===== src/rtl/stream_demux.sv =====
// Registered, packet-aware 1-to-N_CH stream demultiplexer with a one-deep register per output.
// Build option: define STREAM_DEMUX_DROP_EN to accept and discard packets whose sel is out of range.
module stream_demux #(
  parameter int DATA_W = 8,
  parameter int N_CH   = 8,
  parameter int SEL_W  = 3
) (
  input  logic                   clk_i,
  input  logic                   rst_i,
  input  logic [DATA_W-1:0]      s_data_i,
  input  logic                   s_valid_i,
  input  logic                   s_last_i,
  output logic                   s_ready_o,
  input  logic [SEL_W-1:0]       sel_i,
  output logic [N_CH*DATA_W-1:0] m_data_o,
  output logic [N_CH-1:0]        m_valid_o,
  output logic [N_CH-1:0]        m_last_o,
  input  logic [N_CH-1:0]        m_ready_i,
  output logic                   busy_o,
  output logic                   drop_o,
  output logic                   state_o
);

  // Handshake: a beat transfers on any edge where valid & ready are both 1; valid never waits on ready.
  typedef enum logic {IDLE = 1'b0, PKT = 1'b1} state_e;

  localparam logic [SEL_W:0] N_CH_L = (SEL_W + 1)'(N_CH);

  generate
    if (N_CH < 2 || N_CH > (1 << SEL_W)) begin : g_bad_cfg
      $error("stream_demux: N_CH must be in 2..2**SEL_W");
    end
  endgenerate

  state_e                  state_q, state_d;
  logic [SEL_W-1:0]        lock_q, lock_d;
  logic [SEL_W-1:0]        tgt;
  logic                    in_range;
  logic                    tgt_vld;
  logic                    tgt_rdy;
  logic                    accept;
  logic [N_CH-1:0]         load;
  logic [N_CH-1:0]         m_valid_q, m_valid_d;
  logic [N_CH-1:0]         m_last_q, m_last_d;
  logic [N_CH*DATA_W-1:0]  m_data_q, m_data_d;

  // The first beat of a packet routes on sel; later beats follow the locked channel.
  assign tgt      = (state_q == IDLE) ? sel_i : lock_q;
  assign in_range = ({1'b0, tgt} < N_CH_L);

  always_comb begin
    tgt_vld = 1'b0;
    tgt_rdy = 1'b0;
    for (int k = 0; k < N_CH; k++) begin
      if (tgt == SEL_W'(k)) begin
        tgt_vld = m_valid_q[k];
        tgt_rdy = m_ready_i[k];
      end
    end
  end

`ifdef STREAM_DEMUX_DROP_EN
  assign s_ready_o = !rst_i && (!in_range || !tgt_vld || tgt_rdy);
`else
  assign s_ready_o = !rst_i && in_range && (!tgt_vld || tgt_rdy);
`endif

  assign accept = s_valid_i && s_ready_o;

  always_comb begin
    load = '0;
    for (int k = 0; k < N_CH; k++) begin
      load[k] = accept && (tgt == SEL_W'(k));
    end
  end

  always_ff @(posedge clk_i) begin
    if (rst_i) begin
      state_q <= IDLE;
      lock_q  <= '0;
    end else begin
      state_q <= state_d;
      lock_q  <= lock_d;
    end
  end

  always_comb begin
    state_d = state_q;
    lock_d  = lock_q;
    case (state_q)
      IDLE: begin
        if (accept) begin
          lock_d = sel_i;
          if (!s_last_i) state_d = PKT;
        end
      end
      PKT: begin
        if (accept && s_last_i) state_d = IDLE;
      end
      default: state_d = IDLE;
    endcase
  end

  always_comb begin
    busy_o  = (state_q == PKT);
    state_o = state_q;
  end

  // A load wins over a drain of the same channel, so back-to-back beats keep valid high.
  always_comb begin
    m_valid_d = m_valid_q;
    m_last_d  = m_last_q;
    m_data_d  = m_data_q;
    for (int k = 0; k < N_CH; k++) begin
      if (load[k]) begin
        m_valid_d[k]                  = 1'b1;
        m_last_d[k]                   = s_last_i;
        m_data_d[k*DATA_W +: DATA_W]  = s_data_i;
      end else if (m_valid_q[k] && m_ready_i[k]) begin
        m_valid_d[k] = 1'b0;
      end
    end
  end

  always_ff @(posedge clk_i) begin
    if (rst_i) begin
      m_valid_q <= '0;
      m_last_q  <= '0;
      m_data_q  <= '0;
    end else begin
      m_valid_q <= m_valid_d;
      m_last_q  <= m_last_d;
      m_data_q  <= m_data_d;
    end
  end

  assign m_valid_o = m_valid_q;
  assign m_last_o  = m_last_q;
  assign m_data_o  = m_data_q;

`ifdef STREAM_DEMUX_DROP_EN
  logic drop_q;
  always_ff @(posedge clk_i) begin
    if (rst_i) drop_q <= 1'b0;
    else       drop_q <= accept && s_last_i && !in_range;
  end
  assign drop_o = drop_q;
`else
  assign drop_o = 1'b0;
`endif

endmodule

===== config.mk =====
export PLATFORM = sky130hd
export DESIGN_NAME = stream_demux
export DESIGN_NICKNAME = d
export VERILOG_FILES = /design/src/rtl/stream_demux.sv
export SDC_FILE = /design/constraint.sdc
export NUM_CORES = 1
export LEC_CHECK = 0
export CAP_MARGIN = 20
export CORE_ASPECT_RATIO = 1.75
export CORE_MARGIN = 1
export CORE_UTILIZATION = 50
export DETAILED_ROUTE_END_ITERATION = 10
export GPL_TIMING_DRIVEN = 0
export PLACE_DENSITY = 0.87
export SLEW_MARGIN = 20
export SYNTH_ARGS = -nofsm -noshare
export SYNTH_HDL_FRONTEND = slang
export SYNTH_SLANG_ARGS = --single-unit

===== constraint.sdc =====
create_clock -name clk_i -period 5.4 [get_ports clk_i]
set_clock_uncertainty 0.2 [all_clocks]
set_input_delay 0.54 -clock clk_i [delete_from_list [all_inputs] [get_ports clk_i]]
set_output_delay 0.54 -clock clk_i [all_outputs]
set_load 0.05 [all_outputs]

==> metrics.md, run 1 <==
| Metric | Value |
|---|---|
| Critical path fanouts, max | `8` |
| Net Sw Frac | `24.32%` |
| Vias/cell | `5.299` |
| Nets | `470` |
| Clk pwr share | `41.9%` |
| Compound-cell area share of the yosys netlist | `5.063%` |
| Synth cell types | `34` |
| Ys flop type | `dfxtp_1` |
| Crit path max-delay family | `buffers and inverters` |
| Detail Placement HPWL | `~6.6 mm` |
| P_leak | `1.804 nW` |
| Yosys top cell by area | `dfxtp_1` |
| Post-CTS Setup Bufs | `0` |
| Main combinational cell family by area after synthesis | `multiplexers` |
| Clock transition at path regs | `0.05 ns` |
| Die height | `110.5 um` |
| FFs w/ async S/R, synth | `0%` |
| First-pass GRT wire length | `roughly 14 mm` |
| Layout fillers | `485` |
| Syn. warnings | `0` |
| GRT Total Usage | `27.05%` |
| WP depth | `7` |
| R2R setup slack | `~2.8 ns` |
| Critical path startpoint | `sel_i[2]` |
| Row count | `39` |
| Internal power | `1.029 mW` |
| Clock root buffer | `clkbuf_16` |
| Vias in the first global route | `between 2k and 3k` |
| Cell Pwr Density | `between 200 and 300 nW/um^2` |
| Max H-tree Level | `3` |
| Reg power frac | `between 40% and 50%` |
| Top cells by area, synth | `dfxtp_1 50%, mux2i_1 22%, nor2_1 9.4%, buf_2 1.8%, a21oi_1 1.6%` |
| Synth Register Bits | `84` |
| TritonCTS clock tree | `built` |
| CTS sink count | `84` |
| CTS Hold Bufs | `0` |
| Crit path to | `s_ready_o` |
| Wire length per cell | `17.03 um` |
| FF-to-FF End | `m_data_o[47]` |
| Net Switching | `0.3306 mW` |
| Sequential share of the synthesized area | `about 50%` |
| Yosys top cell area share | `50.04%` |
| Synthesized instance count | `340` |
| Fin crit share | `72.84%` |
| Rel. slew slack | `52.14%` |
| Slowest-stage cell, CP | `clkdlybuf4s50_1` |
| Number of synthesized flops with an enable pin | `0` |
| Critical path buffer and inverter count | `2` |
| RSZ-0062 raised after global routing | `false` |
| Final-report hold violation count | `0` |
| Simple-Gate Fraction of Synth Area | `16.27%` |
| Total die area | `7066 sq um` |
| WP data arrival | `~3.2 ns` |
| DRT Wirelength | `9.059 mm` |
| Gate power share | `11.2%` |
| Syn avg cell area | `9.884 sq um` |
| GR Overflow Total | `0` |
| Core Util, Final | `72.43%` |
| GPL Wtd Cong | `around 0.9` |
| Via count | `2819` |
| Critical Path RT | `4.66 ns` |
| CP Class | `in2out` |
| Multiplexer share of the synthesized area | `23.60%` |
| Cell mode on critical path | `clkdlybuf4s50_1` |
| Num CTS Buffers | `9` |
| Adder-cell share of the synthesized area | `0%` |
| Cts repair resizes | `0` |
| Core box area | `6490 sq um` |
| Min-delay worst type | `reg2reg` |
| Worst r2r path cells | `9` |
| Fmax | `254.2 MHz` |
| Endpoints failing setup | `0` |
| Max Root-Sink Buffers | `2` |
| Type of destination of the critical path | `output port` |
| Status | `finished clean` |
| DRT iter0 DRCs | `110` |
| Synth Cell Area | `3361 sq um` |
| Post-synthesis xor/xnor area fraction | `0%` |
| Skew-Pair Late Insertion Delay | `0.33 ns` |
| Cell breakdown of the critical path | `clkdlybuf4s50_1 -> nor3b_1 -> nor2_1 -> o221a_4 -> o21a_2 -> nor3_1 -> clkdlybuf4s50_1` |
| Tmin final | `a little under 4 ns` |
| Share of layout cells above drive strength 1 | `9.778%` |
| 1st-pass router iterations | `4` |
| Die Wd | `63.98 um` |
| Initial antenna violation count | `0` |
| Total negative slack | `0 ns` |
| Largest net degree at the start of global routing | `13` |
| Commonest cells post-synth | `84 x dfxtp_1, 84 x nor2_1, 73 x mux2i_1, 12 x buf_2, 11 x a21oi_1` |
| ANT nets after route | `0` |
| Net Count, Synth | `363` |
| Port bufs | `96` |
| Max stage delay on crit path | `a little over 0.8 ns` |
| Max-cap viol count | `0` |
| DRC Markers | `0` |
| Slew Limit Fails | `0` |
| Peak supply drop | `0.3080 mV` |
| Initial Util | `51.78%` |
| Top Ports | `107` |
| # diodes | `0` |
| Actual slew at the worst max-slew pin | `0.7171 ns` |
| Startpoint types | `input pin` |
| Layout area overhead | `39.87%` |
[per-layer routing]
| metal | vias up | global-route usage, % | wire length, um |
|---|---|---|---|
| met5 | - | 0 | 0 |
| met4 | 0 | 17.73 | 444 |
| met3 | 33 | 6.095 | 456 |
| met2 | 103 | 48.37 | 4833 |
| met1 | 1337 | 26.93 | 3324 |
| li1 | 1346 | - | - |
[cell type report]
class	instances	area [sq um]	share of cell area (%)
Sequential cell	84	1682	35.77
Multi-Input combinational cell	226	1514	32.21
Timing Repair Buffer	96	960.9	20.44
Clock buffer	12	266.5	5.669
Buffer	28	157.7	3.354
Tap cell	82	102.6	2.183
Clock inverter	2	10.01	0.2129
Inverter	2	7.507	0.1597
[power by group through the flow]
stage	clock [mW]	combinational [mW]	sequential, mW
2_1_floorplan	0	0.0723	0.679
3_3_place_gp	0	0.149	0.650
3_5_place_dp	0	0.152	0.650
4_1_cts	0.574	0.152	0.637
5_1_grt	0.602	0.161	0.638
6_report	0.570	0.153	0.637
[kinds of logic (layout without fill, tap and decap cells)]
kind of cell	Yosys count	count (layout)
simple gates	122	122
flops	84	84
other cells	1	1
mux	78	78
buf+inv	30	140
compound gates	25	25
[worst min-delay path by stage]
stage	from	to	depth (start not counted)
3_5_place_dp	m_data_o[61]	m_data_o[61]	2
2_1_floorplan	lock_q[0]	lock_q[0]	2
4_1_cts	m_data_o[61]	m_data_o[61]	2
3_3_place_gp	m_data_o[1]	m_data_o[1]	2
6_report	m_data_o[31]	m_data_o[31]	2
5_1_grt	m_valid_o[0]	m_valid_o[0]	2
[cells in the final DEF, fill, tap and decap left out, types with 2 or more instances in the layout]
master and count:
a21oi_1 11, and3b_1 3, buf_2 12, buf_4 4, buf_6 3, clkbuf_1 9
clkbuf_16 9, clkbuf_8 3, clkdlybuf4s50_1 96, clkinv_2 2, dfxtp_1 84, inv_1 2
mux2_1 2, mux2i_1 73, nand2_1 5, nand2b_1 6, nand3_1 3, nor2_1 84
nor2b_1 5, nor3_1 5, nor3b_1 3, o211ai_1 2, o21ai_0 6, or2_2 2
or3_1 3
[worst register-to-register path, stage by stage (launching register included)]
cell	delay (ns)
dfxtp_1	0.33
buf_6	0.14
buf_6	0.14
and3b_1	0.17
o211ai_1	0.30
o211ai_2	0.23
a2111oi_2	0.43
buf_6	0.23
mux2i_1	0.24
nor2_1	0.06
[per-stage QoR]
stage / setup slack, ns / cells / area (sq um) / hold WS (ns) / power (mW)
floorplan: 1.816 / 340 / 3361 / 0.2763 / 0.7512
global placement: 1.529 / 518 / 4424 / 0.2726 / 0.7990
detailed placement: 1.510 / 518 / 4424 / 0.2820 / 0.8019
CTS: 1.498 / 532 / 4701 / 0.2963 / 1.363
global route: 1.293 / 532 / 4701 / 0.3033 / 1.401
finish: 1.466 / 532 / 4701 / 0.2897 / 1.359
[flip-flops by register name, summed over array words and instances, names as in the netlist, named ones only]
| register | flops |
|---|---|
| m_last_o | 8 |
| lock_q | 3 |
| m_valid_o | 8 |
| m_data_o | 64 |
No activity file was read; power rests on OpenSTA's default activity.
==> inputs of run 2 (changes only) <==
--- a/config.mk
+++ b/config.mk
@@ -8,10 +8,10 @@
 export CAP_MARGIN = 20
 export CORE_ASPECT_RATIO = 1.75
 export CORE_MARGIN = 1
-export CORE_UTILIZATION = 50
+export CORE_UTILIZATION = 46
 export DETAILED_ROUTE_END_ITERATION = 10
 export GPL_TIMING_DRIVEN = 0
-export PLACE_DENSITY = 0.87
+export PLACE_DENSITY = 0.82
 export SLEW_MARGIN = 20
 export SYNTH_ARGS = -nofsm -noshare
 export SYNTH_HDL_FRONTEND = slang
==> constraint.sdc (replaced) <==
create_clock -name clk_i -period 4.09 [get_ports clk_i]
set_clock_uncertainty 0.2 [all_clocks]
set_input_delay 0.409 -clock clk_i [delete_from_list [all_inputs] [get_ports clk_i]]
set_output_delay 0.409 -clock clk_i [all_outputs]
set_load 0.05 [all_outputs]
==> run 2 against run 1 <==
Compared with the run above:
- sequential power increased by 32%
- critical path depth unchanged
- utilization decreased by 4.1 points
- routed wire length shrank 1.6%
- worst setup slack lost 0.98 ns
- first-iteration DRC count grew 6.4%
- via count fell by 2.4%
==> metrics.md, run 2 (synthesized netlist as in run 1, its figures left out) <==
| Metric | Value |
|---|---|
| CTS sink count | `84` |
| Clock transition at path regs | `0.06 ns` |
| WP depth | `7` |
| FF-to-FF End | `m_data_o[45]` |
| Row count | `40` |
| Cell Pwr Density | `roughly 400 nW/um^2` |
| Critical path startpoint | `sel_i[2]` |
| Crit path to | `s_ready_o` |
| Max stage delay on crit path | `0.82 ns` |
| Slowest-stage cell, CP | `clkdlybuf4s50_1` |
| R2R setup slack | `1.45 ns` |
| GRT Total Usage | `between 20 and 25%` |
| RSZ-0062 raised after global routing | `false` |
| Tmin final | `3.606 ns` |
| Internal power | `about 1.5 mW` |
| Gate power share | `10.5%` |
| Initial Util | `48.31%` |
| Core box area | `between 6000 and 7000 sq um` |
| Worst r2r path cells | `9` |
| Post-CTS Setup Bufs | `0` |
| Final Non-Filler Cells | `approximately 540` |
| Fmax | `277.3 MHz` |
| 1st-pass router iterations | `4` |
| Reg power frac | `a little over two fifths` |
| Max reg flops | `64` |
| Status | `finished clean` |
| Clk pwr share | `45.6%` |
| Min-delay worst type | `in2reg` |
| GR Overflow Total | `0` |
| Skew-Pair Late Insertion Delay | `0.33 ns` |
| Core Util, Final | `68.33%` |
| First-pass GRT wire length | `13.71 mm` |
| Critical path fanouts, max | `8` |
| Via count | `about 2.8k` |
| Largest net degree at the start of global routing | `15` |
| Net Switching | `0.4552 mW` |
| DRC Markers | `0` |
| Critical Path RT | `3.48 ns` |
| Actual slew at the worst max-slew pin | `0.6935 ns` |
| DRT Wirelength | `8.914 mm` |
| Layout fillers | `580` |
| GPL Wtd Cong | `0.9060` |
| # diodes | `0` |
| Startpoint types | `input pin` |
| P_leak | `1.826 nW` |
| Net Sw Frac | `23.81%` |
| ANT nets after route | `0` |
| CTS Hold Bufs | `0` |
| Max H-tree Level | `3` |
| Placed insts | `520` |
| Vias in the first global route | `2769` |
| Clock root buffer | `clkbuf_16` |
| Most frequent cells in the layout | `96 x clkdlybuf4s50_1, 84 x nor2_1, 84 x dfxtp_1` |
| Die Wd | `66.61 um` |
| Hold slack | `roughly 0.24 ns` |
| Max-cap viol count | `0` |
| Type of destination of the critical path | `output port` |
| Nets | `470` |
| Cell mode on critical path | `clkdlybuf4s50_1` |
| Layout area overhead | `41.44%` |
| Total die area | `7665 sq um` |
| Share of layout cells above drive strength 1 | `10.18%` |
| Total negative slack | `0 ns` |
| Slew Limit Fails | `0` |
| Rel. slew slack | `53.72%` |
| Top Ports | `about 110` |
| Endpoints failing setup | `0` |
| Vias/cell | `5.132` |
| Wire length per cell | `16.63 um` |
| DRT iter0 DRCs | `117` |
| Die height | `115.1 um` |
| Critical path buffer and inverter count | `2` |
| Detail Placement HPWL | `6.453 mm` |
| Peak supply drop | `0.3566 mV` |
| CP Class | `in2out` |
| Cts repair resizes | `0` |
| Num CTS Buffers | `9` |
| Crit path max-delay family | `buffers and inverters` |
| TritonCTS clock tree | `built` |
| Max Root-Sink Buffers | `2` |
| Initial antenna violation count | `0` |
| Commonest non-fill, non-tap cell in the layout | `clkdlybuf4s50_1` |
| WP data arrival | `3.00 ns` |
| Fin crit share | `88.17%` |
| Cell breakdown of the critical path | `clkdlybuf4s50_1 -> nor3b_1 -> nor2_1 -> o221a_4 -> o21a_2 -> nor3_1 -> clkdlybuf4s50_1` |
| Port bufs | `96` |
| Final-report hold violation count | `0` |
==> run 2: worst min path at each step <==
stage	endpoint	slack, ns	cells past startpoint	start
3_5_place_dp	m_data_o[63]	0.28	2	m_data_o[63]
4_1_cts	m_data_o[63]	0.23	3	s_data_i[7]
2_1_floorplan	lock_q[0]	0.28	2	lock_q[0]
5_1_grt	m_data_o[7]	0.27	3	s_data_i[7]
6_report	m_data_o[7]	0.24	3	s_data_i[7]
3_3_place_gp	m_data_o[1]	0.27	2	m_data_o[1]
==> run 2: through the flow <==
| stage | setup slack (ns) | total power [mW] | area [sq um] |
|---|---|---|---|
| 5_1_grt | 0.2477 | 1.965 | 4753 |
| 3_3_place_gp | 0.4635 | 1.056 | 4427 |
| 2_1_floorplan | 0.6374 | 0.9918 | 3361 |
| 6_report | 0.4838 | 1.912 | 4753 |
| 4_1_cts | 0.4947 | 1.919 | 4753 |
| 3_5_place_dp | 0.5050 | 1.058 | 4427 |
==> run 2: metal layers <==
metal	part of all wire, %	GRT usage, %	vias to the layer above
met4	3.9	14.18	0
met1	37	24.47	1292
met2	54	44.65	87
met3	4.9	5.060	26
met5	0	0	-
li1	-	-	1346
==> run 2: power by group through the flow <==
stage | clock (mW) | combinational (mW) | sequential [mW]
6_report | 0.872 | 0.200 | 0.840
4_1_cts | 0.878 | 0.201 | 0.840
2_1_floorplan | 0 | 0.0954 | 0.896
5_1_grt | 0.911 | 0.212 | 0.842
3_5_place_dp | 0 | 0.200 | 0.858
3_3_place_gp | 0 | 0.198 | 0.858
==> run 2: layout make-up <==
| cell class | instances | area (sq um) | area share (%) |
|---|---|---|---|
| Buffer | 28 | 157.7 | 3.317 |
| Clock buffer | 10 | 239.0 | 5.028 |
| Clock inverter | 6 | 87.58 | 1.843 |
| Inverter | 2 | 7.507 | 0.1579 |
| Multi-Input combinational cell | 226 | 1514 | 31.85 |
| Sequential cell | 84 | 1682 | 35.38 |
| Tap cell | 84 | 105.1 | 2.211 |
| Timing Repair Buffer | 96 | 960.9 | 20.22 |
==> run 2: worst min-delay path: cells and delay by family <==
family        cells  cell delay, ns
simple gates      1            0.08
mux               1            0.09
buf+inv           1            0.16
==> inputs of run 3 (changes only) <==
--- a/config.mk
+++ b/config.mk
@@ -6,12 +6,12 @@
 export NUM_CORES = 1
 export LEC_CHECK = 0
 export CAP_MARGIN = 20
-export CORE_ASPECT_RATIO = 1.75
+export CORE_ASPECT_RATIO = 2
 export CORE_MARGIN = 1
-export CORE_UTILIZATION = 46
+export CORE_UTILIZATION = 45
 export DETAILED_ROUTE_END_ITERATION = 10
 export GPL_TIMING_DRIVEN = 0
-export PLACE_DENSITY = 0.82
+export PLACE_DENSITY = 0.8
 export SLEW_MARGIN = 20
 export SYNTH_ARGS = -nofsm -noshare
 export SYNTH_HDL_FRONTEND = slang
==> run 3 against run 2 <==
Compared with the run above:
- non-clock buffer count unchanged
- largest cell class unchanged
- maximum frequency down 1.9%
- register-to-register slack better by 0.10 ns
- final area up 0.42%
==> metrics.md, run 3 (synthesized netlist as in run 1, its figures left out) <==
| Metric | Value |
|---|---|
| Num CTS Buffers | `9` |
| First-pass GRT wire length | `14.24 mm` |
| Skew-Pair Late Insertion Delay | `roughly 0.34 ns` |
| Status | `finished clean` |
| Type of destination of the critical path | `output port` |
| Cell area after layout | `4773 sq um` |
| R2R setup slack | `1.55 ns` |
| # diodes | `0` |
| Total die area | `just under 8000 sq um` |
| Die height | `about 120 um` |
| Slew Limit Fails | `0` |
| TritonCTS clock tree | `built` |
| FF-to-FF End | `m_data_o[46]` |
| RSZ-0062 raised after global routing | `false` |
| Critical path fanouts, max | `8` |
| Hold EP | `m_data_o[55]` |
| Max-cap viol count | `0` |
| WHS Path Cells | `3` |
| Cts repair resizes | `0` |
| ANT nets after route | `0` |
| Nets | `470` |
| WP data arrival | `about 3 ns` |
| Fmax | `272.2 MHz` |
| Total negative slack | `0 ns` |
| Endpoints failing setup | `0` |
| Detail Placement HPWL | `6.649 mm` |
| CTS sink count | `84` |
| Cell Pwr Density | `406.1 nW/um^2` |
| DRT iter0 DRCs | `between 150 and 200` |
| Fin crit share | `between 80% and 90%` |
| Most frequent cells in the layout | `96 x clkdlybuf4s50_1, 84 x nor2_1, 84 x dfxtp_1` |
| Initial Util | `46.25%` |
| Critical Path RT | `3.48 ns` |
| Via count | `~2.8k` |
| Share of layout cells above drive strength 1 | `roughly 10%` |
| Largest net degree at the start of global routing | `14` |
| Vias/cell | `5.107` |
| Actual slew at the worst max-slew pin | `0.6785 ns` |
| Rel. slew slack | `a little over half` |
| Max Root-Sink Buffers | `2` |
| Core box area | `7267 sq um` |
| HP Start | `s_data_i[7]` |
| Final-report hold violation count | `0` |
| Max reg flops | `64` |
| Layout area overhead | `42.03%` |
| GR Overflow Total | `0` |
| Row count | `44` |
| DRT Wirelength | `9.047 mm` |
| Post-CTS Setup Bufs | `0` |
| Worst r2r path cells | `8` |
| GPL Wtd Cong | `roughly 0.88` |
| Initial antenna violation count | `0` |
| Core Util, Final | `65.69%` |
| P_leak | `1.832 nW` |
| CP Class | `in2out` |
| Port bufs | `between 90 and 100` |
| Min-delay worst type | `in2reg` |
| Clock transition at path regs | `0.06 ns` |
| Wire length per cell | `16.63 um` |
| Max H-tree Level | `3` |
| Peak supply drop | `about 0.39 mV` |
| Vias in the first global route | `about 2.9k` |
| Placed instance area | `4437 sq um` |
| Die Wd | `between 60 and 70 um` |
| Clock root buffer | `clkbuf_16` |
| Tmin final | `3.674 ns` |
| Placed insts | `between 500 and 600` |
| DRC Markers | `0` |
| Startpoint types | `input pin` |
| Commonest non-fill, non-tap cell in the layout | `clkdlybuf4s50_1` |
| GRT Total Usage | `24.08%` |
| Pwr Total | `1.939 mW` |
| Final Non-Filler Cells | `544` |
| Top Ports | `107` |
| 1st-pass router iterations | `4` |
| CTS Hold Bufs | `0` |
run 3: final cells by class:
class	instances	area, sq um
Tap cell	92	115.1
Inverter	2	7.507
Fill cell	605	2494
Timing Repair Buffer	96	960.9
Multi-Input combinational cell	226	1514
Buffer	28	157.7
Clock buffer	12	266.5
Clock inverter	4	70.07
Sequential cell	84	1682
run 3: worst max path at each step:
stage | startpoint | endpoint
after global routing | sel_i[2] | s_ready_o
after floorplan | register | s_ready_o
after global placement | sel_i[2] | s_ready_o
final | sel_i[2] | s_ready_o
after CTS | sel_i[2] | s_ready_o
after detailed placement | sel_i[2] | s_ready_o
run 3: metrics by stage:
step / worst slack, ns / hold slack, ns
CTS: 0.3875 / 0.2319
global placement: 0.3928 / 0.2726
detailed placement: 0.3938 / 0.2829
floorplan: 0.6374 / 0.2763
global route: 0.2628 / 0.2592
finish: 0.4157 / 0.2332
run 3: metal layers:
layer  GRT usage (%)  vias to the layer above  share of wire, %
li1                -                     1344                 -
met1           23.35                     1296                36
met2           42.06                       95                53
met3           5.790                       43               4.5
met4           18.88                        0               7.1
met5               0                        -                 0
run 3: critical path: stages:
cell and delay (ns):
clkdlybuf4s50_1 0.53, nor3b_1 0.38, nor2_1 0.16, o221a_4 0.35
o21a_2 0.16, nor3_1 0.22, clkdlybuf4s50_1 0.85
run 3: power breakdown:
part           internal [mW]  leakage [nW]  switching [mW]
Clock                  0.582         0.169           0.315
Combinational         0.0745         0.985           0.126
Sequential             0.832         0.678         0.00919
Total                   1.49          1.83           0.450
